**src/rtl/fetch_seq_ctrl_if.sv**
```systemverilog
// Instruction-memory request/response and decode-side valid/ready bundle
// between the fetch sequencer (master) and its neighbours (slave).
interface fetch_seq_ctrl_if;
    logic        imem_req_valid;
    logic [31:0] imem_req_addr;
    logic        imem_req_ready;
    logic        imem_rsp_valid;
    logic [31:0] imem_rsp_data;
    logic        if_valid;
    logic [31:0] if_pc;
    logic [31:0] if_instr;
    logic        if_ready;

    modport master (
        output imem_req_valid, imem_req_addr, if_valid, if_pc, if_instr,
        input  imem_req_ready, imem_rsp_valid, imem_rsp_data, if_ready
    );

    modport slave (
        input  imem_req_valid, imem_req_addr, if_valid, if_pc, if_instr,
        output imem_req_ready, imem_rsp_valid, imem_rsp_data, if_ready
    );
endinterface

```
**src/rtl/fetch_seq_ctrl.sv**
```systemverilog
// Multicycle RV32 fetch sequencer: one outstanding imem request, PC ownership,
// redirect handling with discard of stale responses, decode valid/ready hand-off.
module fetch_seq_ctrl #(
    parameter logic [31:0] RESET_PC = 32'h0000_0000
) (
    input  logic              clk,
    input  logic              rst_n,
    input  logic              halt,
    input  logic              redirect_valid,
    input  logic [31:0]       redirect_base,
    input  logic [31:0]       redirect_offset,
    fetch_seq_ctrl_if.master  bus,
    output logic [31:0]       fetch_pc,
    output logic              misalign_err
);

    typedef enum logic [1:0] {
        IDLE = 2'd0,
        REQ  = 2'd1,
        WAIT = 2'd2,
        HOLD = 2'd3
    } state_t;

    state_t      r_state, w_state_next;
    logic [31:0] r_pc, w_pc_next;
    logic [31:0] r_issued_pc, w_issued_pc_next;
    logic        r_discard, w_discard_next;
    logic        r_if_valid, w_if_valid_next;
    logic [31:0] r_if_pc, w_if_pc_next;
    logic [31:0] r_if_instr, w_if_instr_next;
    logic        r_misalign, w_misalign_next;

    logic [31:0] w_sum;
    logic [31:0] w_target;
    logic        w_handshake;
    state_t      w_resume;

    assign w_sum       = redirect_base + redirect_offset;
    assign w_target    = {w_sum[31:2], 2'b00};
    assign w_handshake = (r_state == REQ) && bus.imem_req_ready;
    assign w_resume    = halt ? IDLE : REQ;

    assign bus.imem_req_valid = (r_state == REQ);
    assign bus.imem_req_addr  = {r_pc[31:2], 2'b00};
    assign bus.if_valid       = r_if_valid;
    assign bus.if_pc          = r_if_pc;
    assign bus.if_instr       = r_if_instr;
    assign fetch_pc           = r_pc;
    assign misalign_err       = r_misalign;

    always_comb begin
        w_state_next     = r_state;
        w_pc_next        = r_pc;
        w_issued_pc_next = r_issued_pc;
        w_discard_next   = r_discard;
        w_if_valid_next  = r_if_valid;
        w_if_pc_next     = r_if_pc;
        w_if_instr_next  = r_if_instr;
        w_misalign_next  = 1'b0;

        if (redirect_valid) begin
            w_pc_next       = w_target;
            w_misalign_next = |w_sum[1:0];
        end

        case (r_state)
            IDLE: begin
                if (!halt) w_state_next = REQ;
            end
            REQ: begin
                if (w_handshake) begin
                    // The accepted request always carries the pre-redirect PC.
                    w_issued_pc_next = r_pc;
                    w_state_next     = WAIT;
                    if (redirect_valid) w_discard_next = 1'b1;
                    else                w_pc_next      = r_pc + 32'd4;
                end else if (halt) begin
                    w_state_next = IDLE;
                end
            end
            WAIT: begin
                if (bus.imem_rsp_valid) begin
                    w_discard_next = 1'b0;
                    if (r_discard || redirect_valid) begin
                        w_state_next = w_resume;
                    end else begin
                        w_if_valid_next = 1'b1;
                        w_if_pc_next    = r_issued_pc;
                        w_if_instr_next = bus.imem_rsp_data;
                        w_state_next    = HOLD;
                    end
                end else if (redirect_valid) begin
                    w_discard_next = 1'b1;
                end
            end
            HOLD: begin
                if (redirect_valid || bus.if_ready) begin
                    w_if_valid_next = 1'b0;
                    w_state_next    = w_resume;
                end
            end
            default: w_state_next = IDLE;
        endcase
    end

    always_ff @(posedge clk or negedge rst_n) begin
        if (!rst_n) begin
            r_state     <= IDLE;
            r_pc        <= RESET_PC;
            r_issued_pc <= 32'd0;
            r_discard   <= 1'b0;
            r_if_valid  <= 1'b0;
            r_if_pc     <= 32'd0;
            r_if_instr  <= 32'd0;
            r_misalign  <= 1'b0;
        end else begin
            r_state     <= w_state_next;
            r_pc        <= w_pc_next;
            r_issued_pc <= w_issued_pc_next;
            r_discard   <= w_discard_next;
            r_if_valid  <= w_if_valid_next;
            r_if_pc     <= w_if_pc_next;
            r_if_instr  <= w_if_instr_next;
            r_misalign  <= w_misalign_next;
        end
    end

endmodule

```
**src/flat_wrapper.sv**
```systemverilog
// flat-port wrapper written by rule: the top's interface ports become plain ports
module fetch_seq_ctrl_flat 
#(
    parameter logic [31:0] RESET_PC = 32'h0000_0000
)
  (clk, rst_n, halt, redirect_valid, redirect_base, redirect_offset, fetch_pc, misalign_err, bus_imem_req_valid, bus_imem_req_addr, bus_if_valid, bus_if_pc, bus_if_instr, bus_imem_req_ready, bus_imem_rsp_valid, bus_imem_rsp_data, bus_if_ready);
  fetch_seq_ctrl_if bus_i ();
  input  logic clk;
  input  logic rst_n;
  input  logic halt;
  input  logic redirect_valid;
  input  logic [31:0] redirect_base;
  input  logic [31:0] redirect_offset;
  output logic [31:0] fetch_pc;
  output logic misalign_err;
  output wire logic [$bits(bus_i.imem_req_valid)-1:0] bus_imem_req_valid;
  output wire logic [$bits(bus_i.imem_req_addr)-1:0] bus_imem_req_addr;
  output wire logic [$bits(bus_i.if_valid)-1:0] bus_if_valid;
  output wire logic [$bits(bus_i.if_pc)-1:0] bus_if_pc;
  output wire logic [$bits(bus_i.if_instr)-1:0] bus_if_instr;
  input wire logic [$bits(bus_i.imem_req_ready)-1:0] bus_imem_req_ready;
  input wire logic [$bits(bus_i.imem_rsp_valid)-1:0] bus_imem_rsp_valid;
  input wire logic [$bits(bus_i.imem_rsp_data)-1:0] bus_imem_rsp_data;
  input wire logic [$bits(bus_i.if_ready)-1:0] bus_if_ready;
  assign bus_imem_req_valid = bus_i.imem_req_valid;
  assign bus_imem_req_addr = bus_i.imem_req_addr;
  assign bus_if_valid = bus_i.if_valid;
  assign bus_if_pc = bus_i.if_pc;
  assign bus_if_instr = bus_i.if_instr;
  assign bus_i.imem_req_ready = bus_imem_req_ready;
  assign bus_i.imem_rsp_valid = bus_imem_rsp_valid;
  assign bus_i.imem_rsp_data = bus_imem_rsp_data;
  assign bus_i.if_ready = bus_if_ready;
  fetch_seq_ctrl #(.RESET_PC(RESET_PC)) u_core (.clk(clk), .rst_n(rst_n), .halt(halt), .redirect_valid(redirect_valid), .redirect_base(redirect_base), .redirect_offset(redirect_offset), .bus(bus_i), .fetch_pc(fetch_pc), .misalign_err(misalign_err));
endmodule
```
**config.mk**
```make
export PLATFORM = sky130hd
export DESIGN_NAME = fetch_seq_ctrl_flat
export DESIGN_NICKNAME = d
export VERILOG_FILES = /design/src/rtl/fetch_seq_ctrl_if.sv /design/src/rtl/fetch_seq_ctrl.sv /design/src/flat_wrapper.sv
export SDC_FILE = /design/constraint.sdc
export NUM_CORES = 1
export LEC_CHECK = 0
export CAP_MARGIN = 0
export CORE_MARGIN = 3
export CORE_UTILIZATION = 47
export CTS_CLUSTER_DIAMETER = 100
export DETAILED_ROUTE_END_ITERATION = 10
export PLACE_DENSITY = 0.86
export SYNTH_ARGS = -nofsm -noshare
export SYNTH_HDL_FRONTEND = slang
export SYNTH_SLANG_ARGS = --single-unit
```
**constraint.sdc**
```tcl
create_clock -name clk -period 3.1 [get_ports clk]
set_input_delay 0.62 -clock clk [delete_from_list [all_inputs] [get_ports clk]]
set_output_delay 0.62 -clock clk [all_outputs]
set_load 0.02 [all_outputs]
```
* Yosys cells after proc, flatten, opt, wreduce, memory -nomap -nowiden
Cells that the tools add are included.
** Storage, ports and cells
- Flip-flop bits (word level) :: 133
- Input port bits :: 103
- Output and inout port bits :: 131
** Operators by class
- $add $sub $neg :: 2
- Eq/ne operators :: 9
- Multiplexer cells :: 21
- Bitwise gates (word level) :: 1
- Reduce and logical (&&, ||, !) cells :: 12
** Operators by type and width (count)
- $mux W32 :: 4
- $add A32 B3 Y32 const B :: 1
- $add A32 B32 Y32 :: 1
- $mux W2 :: 6
- $mux W1 :: 8
- $pmux W2 S4 :: 1
- $reduce_and A4 Y1 :: 2
- $ne A2 B2 Y1 const B :: 3
- $eq A2 B2 Y1 const B :: 2
- $ne A2 B1 Y1 const B :: 2
- $pmux W1 S2 :: 2
- $reduce_and A2 Y1 :: 2
- $reduce_bool A2 Y1 :: 2
- $ne A3 B2 Y1 const B :: 1
- $reduce_and A3 Y1 :: 1
- $eq A2 B1 Y1 const B :: 1
- $logic_not A2 Y1 :: 1
- $logic_or A1 B1 Y1 :: 2
- $reduce_or A2 Y1 :: 1
- $logic_and A1 B1 Y1 :: 1
- $not A1 Y1 :: 1

* Longest topological paths before layout
Gate-level depths: netlist of run 1.
- Depth in word-level cells :: 5
- Depth in mapped cells :: 11
- Depth with buffers taken out :: 10

* Worst setup path before layout of run 1
OpenSTA, ideal clock, no wires.
- Path type :: input-to-reg
- From :: in redirect_base[0]
- To :: reg u_core.r_pc[30] (netlist: u_core.fetch_pc[30])
- Library setup time :: 0.120 ns
- Arrival time :: 2.826 ns
- Slack :: 0.154 ns
- Cell stages on the path :: 10
- Path buffers :: 0
- Cells stage by stage :: ha_1 > fa_1 > a21o_1 > a221oi_2 > o41a_1 > o21ai_1 > o221a_2 > o211ai_1 > nand3_1 > a31o_2
** On the way
- Cells in the longest elaborated chain, start to end :: 5
** Ends and longest elaborated chain
- from (decl) :: line flat_wrapper.sv:12 : input logic [31:0] redirect_base;
- $add A32 B32 Y32 * :: line fetch_seq_ctrl.sv:38 : assign w_sum = redirect_base + redirect_offset;
- $mux W32 * :: line fetch_seq_ctrl.sv:61 : if (redirect_valid) begin
- $mux W32 :: line fetch_seq_ctrl.sv:75 : if (redirect_valid) w_discard_next = 1'b1;
- $mux W32 :: line fetch_seq_ctrl.sv:71 : if (w_handshake) begin
- $mux W32 * :: line fetch_seq_ctrl.sv:66 : case (r_state)
- net u_core.w_pc_next[30] :: line fetch_seq_ctrl.sv:25 : logic [31:0] r_pc, w_pc_next;
- to (signal assigned) :: line fetch_seq_ctrl.sv:118 : r_pc <= w_pc_next;
- to (decl) :: line fetch_seq_ctrl.sv:25
The timed path passes the listed nets; every way through them passes the cells marked *.
A chain may end at the register's enable or synchronous reset.

* Worst setup path after layout of run 1
- From :: in redirect_offset[1]
- To :: reg u_core.r_pc[28] (netlist: u_core.fetch_pc[28])
** On the way
- Cells in the longest elaborated chain, start to end :: 5
** Ends and longest elaborated chain
- from (decl) :: line flat_wrapper.sv:13 : input logic [31:0] redirect_offset;
- $add A32 B32 Y32 * :: line fetch_seq_ctrl.sv:38
- $mux W32 * :: line fetch_seq_ctrl.sv:61
- $mux W32 :: line fetch_seq_ctrl.sv:75
- $mux W32 :: line fetch_seq_ctrl.sv:71
- $mux W32 * :: line fetch_seq_ctrl.sv:66
- net u_core.w_pc_next[28] :: line fetch_seq_ctrl.sv:25
Marks and branches as above.

==> results of run 1 <==
what timing repair did:
item / 4_1_cts / 5_1_grt
gates resized for setup: 1 / 9
setup endpoints to repair: 1 / 3
setup buffers: 0 / 7
pin swaps: 1 / 12
final timing paths:
kind                                                    from                                  to  slack (ns)  cells past startpoint
setup reg to reg               u_core.r_state[0]$_DFFE_PN0P_       u_core.fetch_pc[31]$_DFF_PN0_        0.66                      9
hold reg to reg            u_core.r_issued_pc[7]$_DFFE_PN0P_   u_core.r_issued_pc[7]$_DFFE_PN0P_        0.47                      2
setup / recovery                          redirect_offset[1]       u_core.fetch_pc[28]$_DFF_PN0_        0.11                     11
max in group asynchronous                              rst_n  u_core.bus.if_instr[2]$_DFFE_PN0P_        2.20                      2
hold / removal                                         rst_n        u_core.fetch_pc[2]$_DFF_PN0_        0.19                      1
min in group clk           u_core.r_issued_pc[7]$_DFFE_PN0P_   u_core.r_issued_pc[7]$_DFFE_PN0P_        0.47                      2
critical path: cells and delay by family:
family	cells	cell delay (ns)
buffers and inverters	2	0.66
AOI/OAI and AO/OA	6	1.22
adders and majority gates	1	0.23
and+or+nand+nor	2	0.56
power by group:
group | internal, µW | leakage [µW] | switching, µW
combinational | 1720 | 0.00286 | 1670
sequential | 2380 | 0.00166 | 497
clock | 1130 | 0.000269 | 764
total | 5230 | 0.00479 | 2930
cells in the mapped netlist, drive strengths merged (16+ instances only):
master / instances / area share [%]
ha: 32 / 5.4
a21o: 16 / 1.6
mux2: 64 / 9.8
dfrtp: 133 / 45
nand3: 22 / 1.5
nand2: 132 / 6.7
a21oi: 58 / 3.9
buf: 38 / 3.6
inv: 17 / 0.86
clkbuf: 30 / 1.5
nor2: 44 / 2.2
xor2: 16 / 1.9
xnor2: 38 / 4.5
o21ai: 30 / 2.0
registers in the layout (all words and copies together) (netlist names):
signal               count
u_core.misalign_err      1
u_core.bus.if_valid      1
u_core.r_issued_pc      32
u_core.r_state           2
u_core.bus.if_instr     32
u_core.r_discard         1
u_core.bus.if_pc        32
u_core.fetch_pc         32
layer usage:
layer  GRT usage (%)  share of wire [%]  vias up
li1                -                  -     3094
met1            29.5                 43     2992
met4            6.53                1.5        0
met2            38.3                 50      225
met5               0                  0        -
met3            4.52                5.2       24
layout by cell type (no fill, tap or decap), types with 3 or more instances in the layout:
| cell | synthesis | final |
|---|---|---|
| nand3_1 | 22 | 22 |
| a21oi_1 | 58 | 58 |
| clkinvlp_4 | 0 | 4 |
| and2_1 | 3 | 3 |
| clkinv_4 | 0 | 3 |
| nor2b_1 | 5 | 5 |
| buf_4 | 32 | 59 |
| inv_6 | 0 | 3 |
| clkinv_2 | 0 | 3 |
| o21ai_0 | 29 | 29 |
| a21o_1 | 16 | 16 |
| and4_1 | 3 | 3 |
| clkdlybuf4s50_1 | 0 | 227 |
| mux2_2 | 64 | 64 |
| or3_1 | 3 | 3 |
| nor3_1 | 9 | 9 |
| o21a_1 | 3 | 3 |
| and3_1 | 6 | 4 |
| o21bai_1 | 5 | 5 |
| xnor2_1 | 38 | 38 |
| nor2_1 | 44 | 44 |
| nand2_1 | 132 | 132 |
| nand4_1 | 9 | 9 |
| ha_1 | 32 | 30 |
| mux2i_1 | 4 | 4 |
| inv_1 | 17 | 17 |
| a31oi_1 | 4 | 4 |
| clkbuf_16 | 0 | 17 |
| nand2b_1 | 3 | 3 |
| xor2_1 | 16 | 16 |
| dfrtp_1 | 133 | 133 |
area by class of cell:
class / count / share of cell area (%)
clock inverter: 14 / 1.20
sequential: 133 / 31.3
timing repair buffer: 290 / 25.9
multi-input combinational: 545 / 34.4
tap: 211 / 2.48
inverter: 17 / 0.600
clock buffer: 18 / 4.13
per-stage QoR:
stage | setup TNS [ns] | cell area [µm²] | power (µW)
2_1_floorplan | 0 | 7390 | 4660
3_3_place_gp | -1.41 | 9970 | 6140
3_5_place_dp | -2.39 | 9970 | 6260
4_1_cts | 0 | 10600 | 8190
5_1_grt | -0.00700 | 10600 | 8570
6_report | 0 | 10600 | 8160
kinds of logic after synthesis:
family,after synthesis
compound gates,141
xor+xnor,54
fa+ha+maj,33
buf+inv,85
flops,133
mux,68
other cells,1
simple gates,247
==> flow_metrics.tcl, run 1 <==
set metrics [dict create \
    run_status "complete, no violations" \
    grt_max_degree 67 \
    ys_ff_latch 133 \
    hold_class "in -> async" \
    cts_tree "done" \
    wl_per_cell_um 16.2 \
    synth_top_family_by_area "simple AND/OR/NAND/NOR gates" \
    cts_sinks 133 \
    grt.total_usage_pct 22.6 \
    antenna_found_initial 0 \
    die-area_um2 17300 \
    multiInputGateArea_um2 3660 \
    numCtsBuffers 17 \
    initial_core_util_pct 48.2 \
    final_util_pct 69.5 \
    via_per_inst 5.16 \
    layoutNonFillerInstCount 1228 \
    yosysWarnings 0 \
    drv_cap 0 \
    maxSlewViolCount 0 \
    clk_path_buf_depth 2 \
    p_per_area_nw_per_um2 766 \
    hold_ws_ns 0.192 \
    io_buffers 231 \
    boundaryPins 234 \
    syn_area_um2 7380 \
    required_ns 3.40 \
    fmax_mhz 335 \
    ir_drop_mv 0.486 \
    root_buffer "clkbuf_16" \
    fin_crit_sh_pct 96.3 \
    synth_simple_gate_area_share_pct 14.7 \
    place_ws_ns -0.488 \
    fin_ws_ns 0.113 \
    fin_skew_ns 0.0110 \
    max_stage_delay_ns 0.52 \
    grt_pass1_vias 6237 \
    grt_first_pass_wirelength_mm 31.9 \
    drc_errors 0 \
    leakagePower_uw 0.00479 \
    worst_pin_slew_ns 0.591 \
    cp_slowest_cell "or4_4" \
    die_w_um 131 \
    synth-main-ff-cell "dfrtp_1" \
    hold_viol_final 0 \
    synth_edf_count 0 \
    routed_wl_mm 19.9 \
    syn_to_final_growth_pct 44.1 \
    drive_above_1_share_pct 16.6 \
    vias 6335 \
    clock_latency_ns 0.41 \
    fillCellCount 1135 \
    synth_fa_ha_area_share_pct 5.69 \
    dp_cells 1189 \
    cp_common_cell "a21o_1" \
    rows 45 \
    fin_crit_ns 2.99 \
    slew_headroom_pct 60.6 \
    holdBufCountCts 0 \
    finalSetupViolCount 0 \
    place_hpwl_mm 15.1 \
    synth.area.mux_share_pct 10.3 \
    path_cells "clkdlybuf4s50_1, fa_2, a21o_1, a221oi_4, o41a_1, buf_4, a21o_1, or4_4, a21boi_2, o211a_1, nor2_1" \
    crit_path_start_kind "input pin" \
    path_class "in -> reg" \
    antenna_cells 0 \
    nets 1140 \
    worstPathArrival_ns 3.29 \
    avgSynthCellArea_um2 9.69 \
    seq_area_um2 3330 \
    end_kind "flip-flop" \
    core-area_um2 15300 \
    worstPathMaxFanout 3 \
    syn-instance-count 762 \
    gr-total-overflow 0 \
    ys_seq_area_share_pct 45.1 \
    async_reset_ff_share_pct 100 \
    synth_compound_area_share_pct 11.8 \
    first_pass_iters 5 \
    synth-xor-area-share_pct 6.40 \
    fp.dieH_um 131 \
    ant_nets 0 \
    drt_iter0_drc 347 \
    place_congestion 0.854 \
    cts.clk_slew.worst_paths_ns 0.06 \
    netlist-cell-type-count 55 \
    cts-htree-levels 4 \
]
Power figures use the tool's default switching activity.
==> run 2, diff against run 1 <==
--- a/config.mk
+++ b/config.mk
@@ -8,7 +8,6 @@
 export CAP_MARGIN = 0
 export CORE_MARGIN = 3
 export CORE_UTILIZATION = 47
-export CTS_CLUSTER_DIAMETER = 100
 export DETAILED_ROUTE_END_ITERATION = 10
 export PLACE_DENSITY = 0.86
 export SYNTH_ARGS = -nofsm -noshare
==> results of run 2 <==
No change in the layout: final DEF, timing and power equal those of run 1.
